<file path="src/rtl/ctrl_dispatch_pkg.sv">
// Shared types and helpers for the credit-based selector dispatcher.
package ctrl_dispatch_pkg;

  typedef enum logic [0:0] {
    ST_IDLE  = 1'b0,
    ST_ISSUE = 1'b1
  } state_e;

  function automatic int unsigned rr_next(input int unsigned ptr, input int unsigned n);
    if (ptr + 32'd1 >= n) begin
      return 32'd0;
    end else begin
      return ptr + 32'd1;
    end
  endfunction

  function automatic int unsigned credit_width(input int unsigned credits);
    return $clog2(credits + 32'd1);
  endfunction

endpackage

</file>
<file path="src/rtl/ctrl_rr_pick.sv">
// Rotate-priority picker: first set bit of eligible scanning upward from ptr, wrapping at N.
module ctrl_rr_pick #(
  parameter int N = 3,
  parameter int W = 2
) (
  input  logic [N-1:0] eligible,
  input  logic [W-1:0] ptr,
  output logic         found,
  output logic [W-1:0] index
);

  // Scan from farthest to nearest so the nearest eligible candidate wins.
  always_comb begin
    found = 1'b0;
    index = {W{1'b0}};
    for (int k = N - 1; k >= 0; k--) begin
      if (eligible[W'((int'(ptr) + k) % N)]) begin
        found = 1'b1;
        index = W'((int'(ptr) + k) % N);
      end else begin
        found = found;
      end
    end
  end

endmodule

</file>
<file path="src/rtl/ctrl_credit_dispatcher.sv">
// Picks an engine with free credit round-robin and broadcasts its index to every
// demux selector lane; per-engine completions return credits.
module ctrl_credit_dispatcher
  import ctrl_dispatch_pkg::*;
#(
  parameter int D_COUNT            = 3,
  parameter int DISPATCH_WIDTH     = 2,
  parameter int REPLICATED_OUT_NUM = 5,
  parameter int CREDITS            = 4,
  localparam int CREDIT_WIDTH      = int'(credit_width(CREDITS))
) (
  input  logic                                         clk,
  input  logic                                         rst,
  input  logic                                         enable,
  output logic [REPLICATED_OUT_NUM*DISPATCH_WIDTH-1:0] m_selector_tdata,
  output logic [REPLICATED_OUT_NUM-1:0]                m_selector_tvalid,
  input  logic [REPLICATED_OUT_NUM-1:0]                m_selector_tready,
  input  logic [D_COUNT-1:0]                           s_done_tvalid,
  output logic [D_COUNT-1:0]                           s_done_tready,
  output logic [D_COUNT*CREDIT_WIDTH-1:0]              credits,
  output logic                                         err_credit_overflow
);

  localparam logic [CREDIT_WIDTH-1:0] CREDIT_MAX = CREDIT_WIDTH'(CREDITS);

  logic [REPLICATED_OUT_NUM-1:0] pend;
  logic [DISPATCH_WIDTH-1:0]     sel;
  logic [DISPATCH_WIDTH-1:0]     rr_ptr;
  logic [CREDIT_WIDTH-1:0]       credit     [D_COUNT];
  logic [CREDIT_WIDTH-1:0]       credit_nxt [D_COUNT];
  logic                          done_rdy;
  logic                          overflow_s;
  logic [D_COUNT-1:0]            eligible_s;
  logic                          found_s;
  logic [DISPATCH_WIDTH-1:0]     pick_s;
  logic                          last_hs_s;
  logic                          load_s;
  state_e                        state_s;

  assign state_s   = (pend != {REPLICATED_OUT_NUM{1'b0}}) ? ST_ISSUE : ST_IDLE;
  assign last_hs_s = (state_s == ST_ISSUE) && ((pend & ~m_selector_tready) == {REPLICATED_OUT_NUM{1'b0}});
  assign load_s    = enable && found_s && ((state_s == ST_IDLE) || last_hs_s);

  genvar j;
  generate
    for (j = 0; j < D_COUNT; j++) begin : g_elig
      assign eligible_s[j] = (credit[j] != {CREDIT_WIDTH{1'b0}});
      assign credits[j*CREDIT_WIDTH +: CREDIT_WIDTH] = credit[j];
    end
  endgenerate

  ctrl_rr_pick #(
    .N (D_COUNT),
    .W (DISPATCH_WIDTH)
  ) u_pick (
    .eligible (eligible_s),
    .ptr      (rr_ptr),
    .found    (found_s),
    .index    (pick_s)
  );

  assign m_selector_tvalid = pend;
  assign m_selector_tdata  = {REPLICATED_OUT_NUM{sel}};
  assign s_done_tready     = {D_COUNT{done_rdy}};

  // Per-engine credit: +done -issue; a done into a full counter is dropped and flagged.
  always_comb begin
    overflow_s = 1'b0;
    for (int k = 0; k < D_COUNT; k++) begin
      logic issue_k;
      logic done_k;
      issue_k       = load_s && (pick_s == DISPATCH_WIDTH'(k));
      done_k        = s_done_tvalid[k] && done_rdy;
      credit_nxt[k] = credit[k];
      if (done_k && !issue_k) begin
        if (credit[k] == CREDIT_MAX) begin
          overflow_s = 1'b1;
        end else begin
          credit_nxt[k] = credit[k] + CREDIT_WIDTH'(1);
        end
      end else if (issue_k && !done_k) begin
        credit_nxt[k] = credit[k] - CREDIT_WIDTH'(1);
      end else begin
        credit_nxt[k] = credit[k];
      end
    end
  end

  // Token, lane, pointer and credit state.
  always_ff @(posedge clk or negedge rst) begin
    if (!rst) begin
      pend                <= {REPLICATED_OUT_NUM{1'b0}};
      sel                 <= {DISPATCH_WIDTH{1'b0}};
      rr_ptr              <= {DISPATCH_WIDTH{1'b0}};
      done_rdy            <= 1'b0;
      err_credit_overflow <= 1'b0;
      for (int k = 0; k < D_COUNT; k++) begin
        credit[k] <= CREDIT_MAX;
      end
    end else begin
      done_rdy            <= 1'b1;
      err_credit_overflow <= err_credit_overflow | overflow_s;
      for (int k = 0; k < D_COUNT; k++) begin
        credit[k] <= credit_nxt[k];
      end
      if (load_s) begin
        pend   <= {REPLICATED_OUT_NUM{1'b1}};
        sel    <= pick_s;
        rr_ptr <= DISPATCH_WIDTH'(rr_next(32'(pick_s), 32'(D_COUNT)));
      end else begin
        pend   <= pend & ~m_selector_tready;
        sel    <= sel;
        rr_ptr <= rr_ptr;
      end
    end
  end

endmodule
</file>
<file path="config.mk">
export PLATFORM = sky130hd
export DESIGN_NAME = ctrl_credit_dispatcher
export DESIGN_NICKNAME = d
export VERILOG_FILES = /design/src/rtl/ctrl_dispatch_pkg.sv /design/src/rtl/ctrl_rr_pick.sv /design/src/rtl/ctrl_credit_dispatcher.sv
export SDC_FILE = /design/constraint.sdc
export NUM_CORES = 1
export LEC_CHECK = 0
export ABC_CLOCK_PERIOD_IN_PS = 3090
export CAP_MARGIN = 20
export CORE_MARGIN = 2
export CORE_UTILIZATION = 38
export DETAILED_ROUTE_END_ITERATION = 10
export GPL_ROUTABILITY_DRIVEN = 1
export PLACE_DENSITY_LB_ADDON = 0.3
export RECOVER_POWER = 100
export SLEW_MARGIN = 15
export SYNTH_ARGS = -nofsm -noshare
export SYNTH_HDL_FRONTEND = slang
export SYNTH_SLANG_ARGS = --single-unit
</file>
<file path="constraint.sdc">
create_clock -name clk -period 3.09 [get_ports clk]
set_input_delay 0.4635 -clock clk [delete_from_list [all_inputs] [get_ports clk]]
set_output_delay 0.4635 -clock clk [all_outputs]
set_load 0.005 [all_outputs]
</file>
; ---- Word-level counts from Yosys, hierarchy flattened
; Cells that the tools add are included.
[classes]
n_lt_le_gt_ge = 4
n_div = 3
muxes = 33
n_addsub = 9
reduce_logical = 34
eq_ne = 8
bitwise_logic = 4
[ops]
columns = cell, n
row1 = $mod 32x3->32 const B, 2
row2 = $mod 3x3->32 const B, 1
row3 = $mux 3, 9
row4 = $mux 1, 16
row5 = $logic_and 1x1->1, 15
row6 = $lt 2x4->1 const B, 3
row7 = $add 3x1->3 const B, 3
row8 = $eq 3x3->1 const B, 3
row9 = $reduce_bool 3->1, 3
row10 = $sub 3x1->3 const B, 3
row11 = $mux 2, 4
row12 = $add 2x1->3 const B, 2
row13 = $bmux 1 s2, 3
row14 = $logic_not 1->1, 6
row15 = $ne 2x2->1 const B, 3
row16 = $reduce_and 2->1, 3
row17 = $reduce_bool 2->1, 3
row18 = $and 5x5->5, 1
row19 = $logic_not 5->1, 1
row20 = $mux 5, 1
row21 = $not 5->5, 1
row22 = $reduce_bool 5->1, 1
row23 = $add 2x2->3 const B, 1
row24 = $ge 3x2->1 const B, 1
row25 = other kinds (6), 6
[totals]
wordCells = 103
output_inout_bits = 28
regBits = 20
inputBits = 11

; ---- Logic depth before layout (Yosys ltp)
; Gate-level depths: netlist of run 1.
[logic_depth]
ltp_word = 19
ltp_mapped = 13
ltp_nobuf = 11

; ---- By module
; From an unflattened synthesis of run 1, not the netlist that was laid out.
[unflattened]
cells_unflattened = 139
area_unflattened_um2 = 1420.1
[modules_own_cells]
columns = mod, cells_each, seq_area_each_um2, n_inst, area_each_um2
row1 = ctrl_credit_dispatcher, 110, 504.2, 1, 1197.4
row2 = ctrl_rr_pick, 29, 0.0, 1, 222.7

; ---- Least setup slack after synthesis of run 1
; Ideal clock, no wire load.
[synth_timing]
path_type = register -> register
from = register rr_ptr[0]
to = register credit, in the netlist credits[2]
required_ns = 3.009
stages_incl_launch_ff = 14
synth_period_minus_slack_ns = 2.843
t_arrival_ns = 2.762
path_buffers = 2
path_slack_ns = 0.247
setup_ns = 0.081
path_cell_list = dfrtp_1 inv_1 ha_1 buf_6 or2b_2 a31oi_4 nor3_1 or4_4 buf_6 nand2_1 fa_1 nor2_1 and4_1 a211oi_2
[synth_via]
elab_chain_cells = 15
elab_cells_between_ends = 31
classes_between = add/sub (2) / div (3) / eq/ne (1) / mux (16) / reduce/logical (9)
[synth_rtl]
columns = item, line
row1 = from (decl), ctrl_credit_dispatcher.sv:28  ; logic [DISPATCH_WIDTH-1:0] rr_ptr;
row2 = from (signal assigned), ctrl_credit_dispatcher.sv:94  ; rr_ptr <= {DISPATCH_WIDTH{1'b0}};
row3 = from (signal assigned), ctrl_credit_dispatcher.sv:109  ; rr_ptr <= DISPATCH_WIDTH'(rr_next(32'(pick_s), 32'(D_COUNT)));
row4 = from (signal assigned), ctrl_credit_dispatcher.sv:113  ; rr_ptr <= rr_ptr;
row5 = $add 2x2->3, "ctrl_rr_pick.sv:17, ctrl_rr_pick.sv:19"
row6 = $mod 32x3->32, "ctrl_rr_pick.sv:17, ctrl_rr_pick.sv:19"
row7 = $bmux 1 s2, ctrl_rr_pick.sv:17  ; if (eligible[W'((int'(ptr) + k) % N)]) begin
row8 = $mux 1 (not written as such) (2 in series), ctrl_rr_pick.sv:17
row9 = $mux 1 (3 in series), ctrl_rr_pick.sv:17
row10 = $logic_and 1x1->1 (2 in series), ctrl_credit_dispatcher.sv:42  ; assign load_s = enable && found_s && ((state_s == ST_IDLE) || last_hs_s);
row11 = $logic_and 1x1->1 (*), ctrl_credit_dispatcher.sv:72  ; issue_k = load_s && (pick_s == DISPATCH_WIDTH'(k));
row12 = $logic_not 1->1, ctrl_credit_dispatcher.sv:75  ; if (done_k && !issue_k) begin
row13 = $logic_and 1x1->1, ctrl_credit_dispatcher.sv:75
row14 = $ne 2x2->1 (no line) or $reduce_bool 2->1 (tied branches), -
row15 = $reduce_and 2->1 (no line), -
row16 = "to (signal, indexed assignment)", ctrl_credit_dispatcher.sv:104  ; credit[k] <= credit_nxt[k];
row17 = to (decl), ctrl_credit_dispatcher.sv:29  ; logic [CREDIT_WIDTH-1:0] credit [D_COUNT];
; Mark *: on every way between the ends. The rest lies on a longest branch, timed or not. The select of a mux whose other input is x is not followed.
; A chain may end at the register's enable or synchronous reset.

; ---- Worst setup path in the final report of run 1
[layout_timing]
from = register rr_ptr[1]
to = register credit, in the netlist credits[2]
; The elaborated chain is that of the path after synthesis.

==> results of run 1 <==
==> synth_stat cells (3+ instances only) <==
cell type / number
fa_1: 3
o221ai_1: 3
nor2_1: 11
nand2_1: 17
nand2b_1: 5
and2_1: 3
nand3_1: 4
o21ai_0: 5
dfrtp_1: 17
nor3_1: 4
buf_4: 11
a21oi_1: 7
dfstp_2: 3
inv_1: 3
or2b_2: 4
ha_1: 3
mux2_2: 4
==> cells in the final DEF, fill, tap and decap left out, types with 3 or more instances in the layout <==
cell type and instances:
nand2_1 17, dfrtp_1 17, buf_4 4, nor3_1 4, dfstp_1 3, a21oi_1 7, nand3_1 4, nand2b_1 5
fa_1 3, dlygate4sd3_1 26, mux2_2 4, o221ai_1 3, nor2_1 11, or2b_2 4, clkbuf_8 3, clkdlybuf4s50_1 12
inv_1 3, o21ai_0 5, and2_1 3
==> per-layer routing <==
| layer | up-vias | wire length, um | track usage (%) |
|---|---|---|---|
| met5 | - | 0 | 0 |
| met4 | 0 | 55 | 6.63 |
| met3 | 6 | 138 | 2.83 |
| met2 | 39 | 1790 | 29.8 |
| met1 | 641 | 1500 | 20.9 |
| li1 | 630 | - | - |
==> where the power goes <==
part	internal (mW)	leakage [nW]	switching, mW	total [mW]
clock	0.173	0.0357	0.0954	0.269
sequential	0.386	0.235	0.148	0.534
combinational	0.691	0.555	0.644	1.33
==> through the flow <==
stage / utilization [%] / power (mW) / instance area (um2) / hold slack [ps] / instances
finish: 50.4 / 2.14 / 1990 / 500 / 241
global route: 50.4 / 2.33 / 1990 / 539 / 241
floorplan: - / 1.43 / 1530 / 168 / 159
global placement: 47.9 / 1.81 / 1890 / 495 / 236
CTS: 49.7 / 2.13 / 1960 / 515 / 240
detailed placement: 47.9 / 1.85 / 1890 / 497 / 236
==> sequential cells by signal, indices dropped and copies added (netlist names) <==
signal	count
err_credit_overflow	1
credits	9
sel	2
m_selector_tvalid	5
rr_ptr	2
done_rdy	1
==> worst max path at each step <==
stage	cells past startpoint	to	slack, ps
final	11	credits[2]	130
after global routing	11	credits[2]	-40
after CTS	11	credits[2]	50
after detailed placement	11	credits[2]	100
after global placement	9	credits[1]	200
after floorplan	13	credits[2]	250
==> critical path: stages, from the launching register on <==
cell	delay, ps
dfrtp_1	420
inv_1	80
ha_2	220
or2_1	280
a221oi_2	350
nor3_1	110
or4_4	600
nand2_1	140
fa_1	220
nor2_1	70
and4_1	210
a211oi_2	180
==> logic make-up after synthesis <==
group | count (synthesis) | synth area share [%]
AND/OR/NAND/NOR | 71 | 26.9
AO/OA/AOI/OAI | 35 | 19.1
flip-flops | 20 | 33.0
buffers and inverters | 18 | 8.18
adder cells (fa/ha/maj) | 6 | 6.38
multiplexers | 6 | 5.07
XOR/XNOR | 2 | 1.15
other | 1 | 0.245
==> timing repair <==
action                                 in CTS  in global routing
endpoints found under the hold margin       0                  0
setup endpoints to repair                   0                  2
resized for setup                           0                  5
buffers inserted                            0                  1
==> final cells by class <==
class / instances / area [um2] / area share [%]
tap: 50 / 62.6 / 3.15
inverter: 3 / 11.3 / 0.567
multi-input combinational: 121 / 923 / 46.5
clock buffer: 3 / 41.3 / 2.08
sequential: 20 / 504 / 25.4
clock inverter: 1 / 30.0 / 1.51
timing repair buffer: 43 / 414 / 20.8
==> impl_metrics.py, run 1 <==
metrics = {
    "status": {
        "outcome": "completed",
    },
    "die": {
        "die_w_um": 67.4,
        "rows": 23,
        "dieArea_mm2": 0.00455,
        "die_h_um": 67.4,
        "ioPinCount": 39,
        "start_util_pct": 38.8,
        "core_area_mm2": 0.00394,
    },
    "global_routing": {
        "overflow": 0,
        "grt_usage_pct": 17.1,
        "antenna_found_initial": 0,
        "first_global_vias": 1268,
        "grt_pass1_wl_um": 5820,
        "grt_max_degree": 21,
    },
    "clock_tree": {
        "htreeDepth": 1,
        "cts_tree": "done",
        "clk_latency_ps": 270,
        "cts.sinks": 20,
        "numCtsBuffers": 3,
        "cts_hold_buf": 0,
        "clockBufferDepth": 2,
        "cts-root-buf": "clkbuf_8",
        "clk_pin_slew_ps": 80,
    },
    "place": {
        "gp_congestion": 0.891,
        "portBuffers": 38,
        "dp_slack_ps": 99.8,
        "hpwl_um": 2640,
    },
    "sta": {
        "slew_viol_final": 0,
        "tns_ps": 0,
        "max_freq_mhz": 338,
        "finalHoldViolations": 0,
        "relSlewSlack_pct": 38.2,
        "finalSetupViolations": 0,
        "skew_ps": 2.29,
        "setup_ws_ps": 134,
        "fin_crit_ps": 2960,
        "tightestPinTransition_ps": 924,
        "fin_crit_sh_pct": 95.7,
    },
    "setup_path": {
        "worst-path-max-fanout": 9,
        "required_ps": 3290,
        "crit_arrival_ps": 3150,
        "reg2reg_from": "rr_ptr[1]",
        "reg2reg_depth": 11,
        "r2r-end": "credits[2]",
        "critPathLaunch": "rr_ptr[1]",
        "reg2reg_slack_ps": 130,
        "startpoint_type": "flop",
        "crit_type": "reg2reg",
        "cp-end-kind": "flop",
    },
    "logic_synthesis": {
        "ys_seq_elements": 20,
        "ys_top_cells_by_area": "dfrtp_1 28%, buf_4 5.4%, dfstp_2 5.2%",
        "synthCells": 159,
        "synth_top_cell_area_share_pct": 27.8,
        "yosysSeqAreaShare_pct": 33.0,
        "synth_top_flop_cell": "dfrtp_1",
        "synth_edf_count": 0,
        "yosys_warnings": 0,
        "synth_cell_types": 58,
        "postSynthAreaPerCell_um2": 9.62,
        "synth_fp_nets": 176,
        "async_flop_share_pct": 100,
        "yosysTopAreaCell": "dfrtp_1",
        "synthesis.area_mm2": 0.00153,
    },
    "layout": {
        "drive_gt1_share_pct": 19.4,
        "syn2layout_area_growth_pct": 30.0,
        "diodes": 0,
        "fillers": 354,
        "nets": 209,
    },
    "min_path": {
        "holdPathStages": 2,
        "min_path_type": "reg2reg",
        "holdPathEnd": "err_credit_overflow",
        "hold_start": "err_credit_overflow",
    },
    "power_and_ir_drop": {
        "p_leak_nw": 0.826,
        "power_density_mw_per_mm2": 1080,
        "ir_drop_mv": 0.445,
    },
    "flow_run": {
        "cap_viol_max_count": 0,
    },
    "route": {
        "drt_wl_total_um": 3490,
        "drt-initial-drc-count": 48,
        "drc": 0,
        "first_pass_iters": 4,
        "ant_nets": 0,
        "post_drt_wl_per_cell_um": 14.5,
        "dr_total_vias": 1316,
        "vias_per_cell": 5.46,
    },
}
Power figures use the tool's default switching activity.
==> inputs of run 2 (changes only) <==
--- a/config.mk
+++ b/config.mk
@@ -5,10 +5,11 @@
 export SDC_FILE = /design/constraint.sdc
 export NUM_CORES = 1
 export LEC_CHECK = 0
+export ABC_AREA = 1
 export ABC_CLOCK_PERIOD_IN_PS = 3090
 export CAP_MARGIN = 20
 export CORE_MARGIN = 2
-export CORE_UTILIZATION = 38
+export CORE_UTILIZATION = 35
 export DETAILED_ROUTE_END_ITERATION = 10
 export GPL_ROUTABILITY_DRIVEN = 1
 export PLACE_DENSITY_LB_ADDON = 0.3
==> impl_metrics.py, run 2 <==
metrics = {
    "min_path": {
        "holdPathStages": 2,
        "min_path_type": "reg2reg",
    },
    "logic_synthesis": {
        "synth_edf_count": 0,
        "async_flop_share_pct": 100,
        "synth_top_flop_cell": "dfrtp_1",
        "postSynthAreaPerCell_um2": 8.22,
        "yosysTopAreaCell": "dfrtp_1",
        "ys_top_cells_by_count": "54 x nand2_1, 19 x inv_1, 19 x nand3_1, 17 x dfrtp_1, 11 x buf_4",
        "ys_seq_elements": 20,
        "yosysSeqAreaShare_pct": 35.1,
        "ys_top_cells_by_area": "dfrtp_1 30%, nand2_1 14%, nand3_1 6.6%",
        "synth_cell_types": 31,
        "synth_fp_nets": 192,
        "yosysMostFrequentCell": "nand2_1",
        "synthCells": 175,
        "synth_top_cell_area_share_pct": 29.6,
        "synthesis.area_mm2": 0.00144,
        "yosys_warnings": 0,
    },
    "setup_path": {
        "cp-end-kind": "flop",
        "required_ps": 3290,
        "worst-path-max-fanout": 10,
        "startpoint_type": "flop",
        "crit_type": "reg2reg",
        "reg2reg_depth": 19,
        "crit_arrival_ps": 2820,
        "reg2reg_slack_ps": 470,
    },
    "layout": {
        "syn2layout_area_growth_pct": 27.7,
        "largest_reg_flops": 9,
        "final_common_cell": "nand2_1",
        "stdcell_count": 256,
        "drive_gt1_share_pct": 13.1,
        "diodes": 0,
        "mostFrequentLayoutCells": "58 x nand2_1, 26 x dlygate4sd3_1, 20 x inv_1, 20 x nand3_1, 17 x dfrtp_1",
        "fin_area_mm2": 0.00184,
        "nets": 224,
    },
    "place": {
        "dp.cells": 252,
        "gp_congestion": 0.771,
        "portBuffers": 38,
        "hpwl_um": 2180,
        "post_dp_cell_area_mm2": 0.00180,
    },
    "sta": {
        "max_freq_mhz": 381,
        "relSlewSlack_pct": 38.8,
        "fin_crit_sh_pct": 84.9,
        "skew_ps": 1.62,
        "fin_crit_ps": 2620,
        "holdWs_ps": 498,
        "rsz0062_at_grt": "false",
        "tightestPinTransition_ps": 916,
        "finalHoldViolations": 0,
        "slew_viol_final": 0,
        "finalSetupViolations": 0,
        "tns_ps": 0,
    },
    "clock_tree": {
        "cts.sinks": 20,
        "cts_setup_buffers": 0,
        "cts_tree": "done",
        "numCtsBuffers": 3,
        "clk_latency_ps": 260,
        "clk_pin_slew_ps": 70,
        "htreeDepth": 1,
        "cts_resized": 0,
        "clockBufferDepth": 2,
        "cts_hold_buf": 0,
        "cts-root-buf": "clkbuf_8",
    },
    "status": {
        "outcome": "completed",
    },
    "die": {
        "die_h_um": 68.1,
        "ioPinCount": 39,
        "core_area_mm2": 0.00397,
        "start_util_pct": 36.2,
        "dieArea_mm2": 0.00464,
        "rows": 23,
        "die_w_um": 68.1,
    },
    "power_and_ir_drop": {
        "ir_drop_mv": 0.505,
        "p_leak_nw": 0.954,
        "power_density_mw_per_mm2": 1010,
        "power_mw": 1.85,
    },
    "route": {
        "drc": 0,
        "vias_per_cell": 4.52,
        "drt_wl_total_um": 2800,
        "ant_nets": 0,
        "dr_total_vias": 1156,
        "drt-initial-drc-count": 34,
        "post_drt_wl_per_cell_um": 10.9,
        "first_pass_iters": 5,
    },
    "global_routing": {
        "antenna_found_initial": 0,
        "overflow": 0,
        "grt_usage_pct": 13.5,
        "grt_max_degree": 21,
        "first_global_vias": 1026,
        "grt_pass1_wl_um": 4680,
    },
    "flow_run": {
        "cap_viol_max_count": 0,
    },
}
==> run 2: power by group <==
part	internal, mW	switching (mW)
Combinational	0.471	0.606
Sequential	0.389	0.123
Clock	0.173	0.0892
Total	1.03	0.819
==> run 2: path summary, 6_finish.rpt <==
check / startpoint / to
min in group asynchronous: rst / m_selector_tvalid[0]
worst min register to register: m_selector_tvalid[2] / m_selector_tvalid[2]
worst max-delay path: rr_ptr[0] / credits[8]
worst max register to register: rr_ptr[0] / credits[8]
max in group asynchronous: rst / m_selector_tvalid[1]
worst min-delay path: m_selector_tvalid[2] / m_selector_tvalid[2]
==> run 2: layout make-up <==
| class | count | area, um2 |
|---|---|---|
| Inverter | 23 | 91.3 |
| Tap cell | 50 | 62.6 |
| Timing Repair Buffer | 38 | 380 |
| Clock inverter | 1 | 30.0 |
| Clock buffer | 3 | 41.3 |
| Multi-Input combinational cell | 121 | 726 |
| Fill cell | 411 | 2140 |
| Sequential cell | 20 | 504 |
==> run 2: routing by layer <==
metal | wire [um] | track usage (%) | share of wire [%] | vias up
met5 | 0 | 0 | 0 | -
met4 | 47 | 4.75 | 1.7 | 0
met3 | 198 | 3.29 | 7.1 | 6
met2 | 1260 | 21.1 | 45 | 36
met1 | 1300 | 18.0 | 46 | 511
li1 | - | - | - | 603
==> run 2: critical path, stage by stage (launching register included) <==
cell     delay (ps)
dfrtp_1         360
inv_1            80
ha_1            340
inv_1           150
nand3_1         100
nand3_1         120
nand2_1          80
nor2_1          190
nand2_4         100
nand2_8         120
inv_6            60
nand2_4          70
nand3_2          90
fa_1            400
inv_1            60
nand2_1          40
nand2_1          70
nand2_1          50
nand2_1          50
nand2_1          50
==> run 2: cells by family (layout without fill, tap and decap cells) <==
kind of cell             after synthesis  in the layout  synth area share (%)
flip-flops                            20             20                  35.1
other                                  1              1                 0.261
XOR/XNOR                               3              3                  1.83
adder cells (fa/ha/maj)                6              6                  6.79
AO/OA/AOI/OAI                          8              8                  4.00
buffers and inverters                 34             65                  12.1
AND/OR/NAND/NOR                      103            103                  39.9
==> run 2: through the flow <==
step                setup slack, ps  util [%]
finish                          467      46.2
global route                    234      46.2
CTS                             606      47.1
detailed placement              557      45.3
global placement                582      45.3
floorplan                       829         -
==> inputs of run 3 (changes only) <==
--- a/config.mk
+++ b/config.mk
@@ -6,7 +6,7 @@
 export NUM_CORES = 1
 export LEC_CHECK = 0
 export ABC_AREA = 1
-export ABC_CLOCK_PERIOD_IN_PS = 3090
+export ABC_CLOCK_PERIOD_IN_PS = 2700
 export CAP_MARGIN = 20
 export CORE_MARGIN = 2
 export CORE_UTILIZATION = 35
==> constraint.sdc (replaced) <==
create_clock -name clk -period 2.7 [get_ports clk]
set_input_delay 0.405 -clock clk [delete_from_list [all_inputs] [get_ports clk]]
set_output_delay 0.405 -clock clk [all_outputs]
set_load 0.005 [all_outputs]
==> impl_metrics.py, run 3 (synthesis results as in run 2) <==
metrics = {
    "status": {
        "outcome": "completed",
    },
    "min_path": {
        "min_path_type": "reg2reg",
        "holdPathEnd": "m_selector_tvalid[4]",
        "hold_start": "m_selector_tvalid[4]",
        "holdPathStages": 2,
    },
    "clock_tree": {
        "cts_hold_buf": 0,
        "cts_resized": 0,
        "cts_setup_buffers": 0,
        "cts_tree": "done",
        "clk_pin_slew_ps": 80,
        "numCtsBuffers": 3,
        "cts-root-buf": "clkbuf_8",
        "cts.sinks": 20,
        "clk_latency_ps": 260,
        "clockBufferDepth": 2,
        "htreeDepth": 1,
    },
    "place": {
        "gp_congestion": 0.766,
        "portBuffers": 38,
        "hpwl_um": 2180,
        "dp.cells": 253,
    },
    "setup_path": {
        "crit_type": "reg2reg",
        "crit_arrival_ps": 2660,
        "worst-path-max-fanout": 10,
        "required_ps": 2900,
        "r2r-end": "credits[8]",
        "reg2reg_from": "rr_ptr[0]",
        "reg2reg_slack_ps": 240,
        "cp-end-kind": "flop",
        "startpoint_type": "flop",
        "reg2reg_depth": 19,
    },
    "sta": {
        "fin_crit_ps": 2460,
        "slew_viol_final": 0,
        "holdWs_ps": 497,
        "rsz0062_at_grt": "false",
        "finalHoldViolations": 0,
        "tightestPinTransition_ps": 1080,
        "finalSetupViolations": 0,
        "fin_crit_sh_pct": 91.1,
        "max_freq_mhz": 406,
        "skew_ps": 3.41,
        "tns_ps": 0,
        "relSlewSlack_pct": 28.2,
    },
    "flow_run": {
        "cap_viol_max_count": 0,
    },
    "die": {
        "dieArea_mm2": 0.00464,
        "die_w_um": 68.1,
        "start_util_pct": 36.2,
        "rows": 23,
        "die_h_um": 68.1,
        "ioPinCount": 39,
        "core_area_mm2": 0.00397,
    },
    "layout": {
        "final_common_cell": "nand2_1",
        "nets": 225,
        "stdcell_count": 257,
        "largest_reg_flops": 9,
        "mostFrequentLayoutCells": "57 x nand2_1, 26 x dlygate4sd3_1, 19 x inv_1, 19 x nand3_1, 17 x dfrtp_1",
        "diodes": 0,
        "syn2layout_area_growth_pct": 29.8,
        "drive_gt1_share_pct": 15.5,
    },
    "global_routing": {
        "grt_max_degree": 21,
        "overflow": 0,
        "grt_usage_pct": 13.0,
        "first_global_vias": 1071,
        "antenna_found_initial": 0,
        "grt_pass1_wl_um": 4620,
    },
    "route": {
        "ant_nets": 0,
        "post_drt_wl_per_cell_um": 10.6,
        "dr_total_vias": 1155,
        "drt-initial-drc-count": 33,
        "drc": 0,
        "vias_per_cell": 4.49,
        "first_pass_iters": 4,
        "drt_wl_total_um": 2730,
    },
    "power_and_ir_drop": {
        "power_mw": 2.16,
        "p_leak_nw": 0.962,
        "ir_drop_mv": 0.661,
        "power_density_mw_per_mm2": 1160,
    },
}
[run 3: cell count changes in the layout (fill, tap and decap cells not counted)]
| cell | previous run | this run |
|---|---|---|
| nand2_2 | 3 | 4 |
| nor2_1 | 3 | 2 |
| clkbuf_1 | 0 | 1 |
| o21ai_4 | 0 | 1 |
| inv_2 | 2 | 3 |
| nand3_2 | 4 | 5 |
| inv_1 | 20 | 19 |
| nand3_1 | 20 | 19 |
| nand2_1 | 58 | 57 |
| nor2_4 | 1 | 2 |
| o21ai_0 | 4 | 3 |
[run 3: layer usage]
| layer | track usage, % | part of all wire, % | wire, um | vias up |
|---|---|---|---|---|
| met4 | 3.25 | 1.6 | 44 | 0 |
| li1 | - | - | - | 606 |
| met2 | 21.6 | 44 | 1200 | 36 |
| met1 | 16.8 | 48 | 1320 | 507 |
| met5 | 0 | 0 | 0 | - |
| met3 | 3.13 | 5.9 | 160 | 6 |
[run 3: layout make-up]
type,instances,area (um2)
Clock buffer,3,41.3
Clock inverter,1,30.0
Fill cell,406,2110
Inverter,23,91.3
Multi-Input combinational cell,121,752
Sequential cell,20,504
Tap cell,50,62.6
Timing Repair Buffer,39,384
[run 3: power breakdown]
group | switching, mW | total [mW] | leakage (nW) | internal [mW]
Combinational | 0.716 | 1.28 | 0.689 | 0.560
Sequential | 0.139 | 0.584 | 0.237 | 0.445
Clock | 0.105 | 0.303 | 0.0357 | 0.198
[run 3: worst max-delay path by stage]
| stage | start | to | cells after the start |
|---|---|---|---|
| after CTS | rr_ptr[0] | credits[8] | 19 |
| after global routing | rr_ptr[0] | credits[5] | 18 |
| after detailed placement | m_selector_tready[3] | credits[4] | 12 |
| final | rr_ptr[0] | credits[8] | 19 |
| after global placement | rr_ptr[0] | credits[8] | 19 |
| after floorplan | rr_ptr[0] | credits[8] | 19 |
[run 3: critical path: stages (launching register included)]
cell and delay (ps):
dfrtp_1 350, inv_1 70, ha_1 360, inv_2 120, nand3_1 100, nand3_2 100
nand2_2 70, nor2_4 120, nand2_4 80, nand2_8 100, inv_6 60, nand2_4 70
nand3_2 90, fa_1 400, inv_1 60, nand2_1 40, nand2_1 70, nand2_1 50
nand2_1 50, nand2_1 40
[run 3: metrics by stage]
step | cell area (um2) | utilization, % | setup WS (ps)
2_1_floorplan | 1440 | - | 439
3_5_place_dp | 1810 | 45.5 | 209
5_1_grt | 1870 | 47.0 | 6.77
4_1_cts | 1880 | 47.3 | 224
6_report | 1870 | 47.0 | 240
3_3_place_gp | 1810 | 45.5 | 251
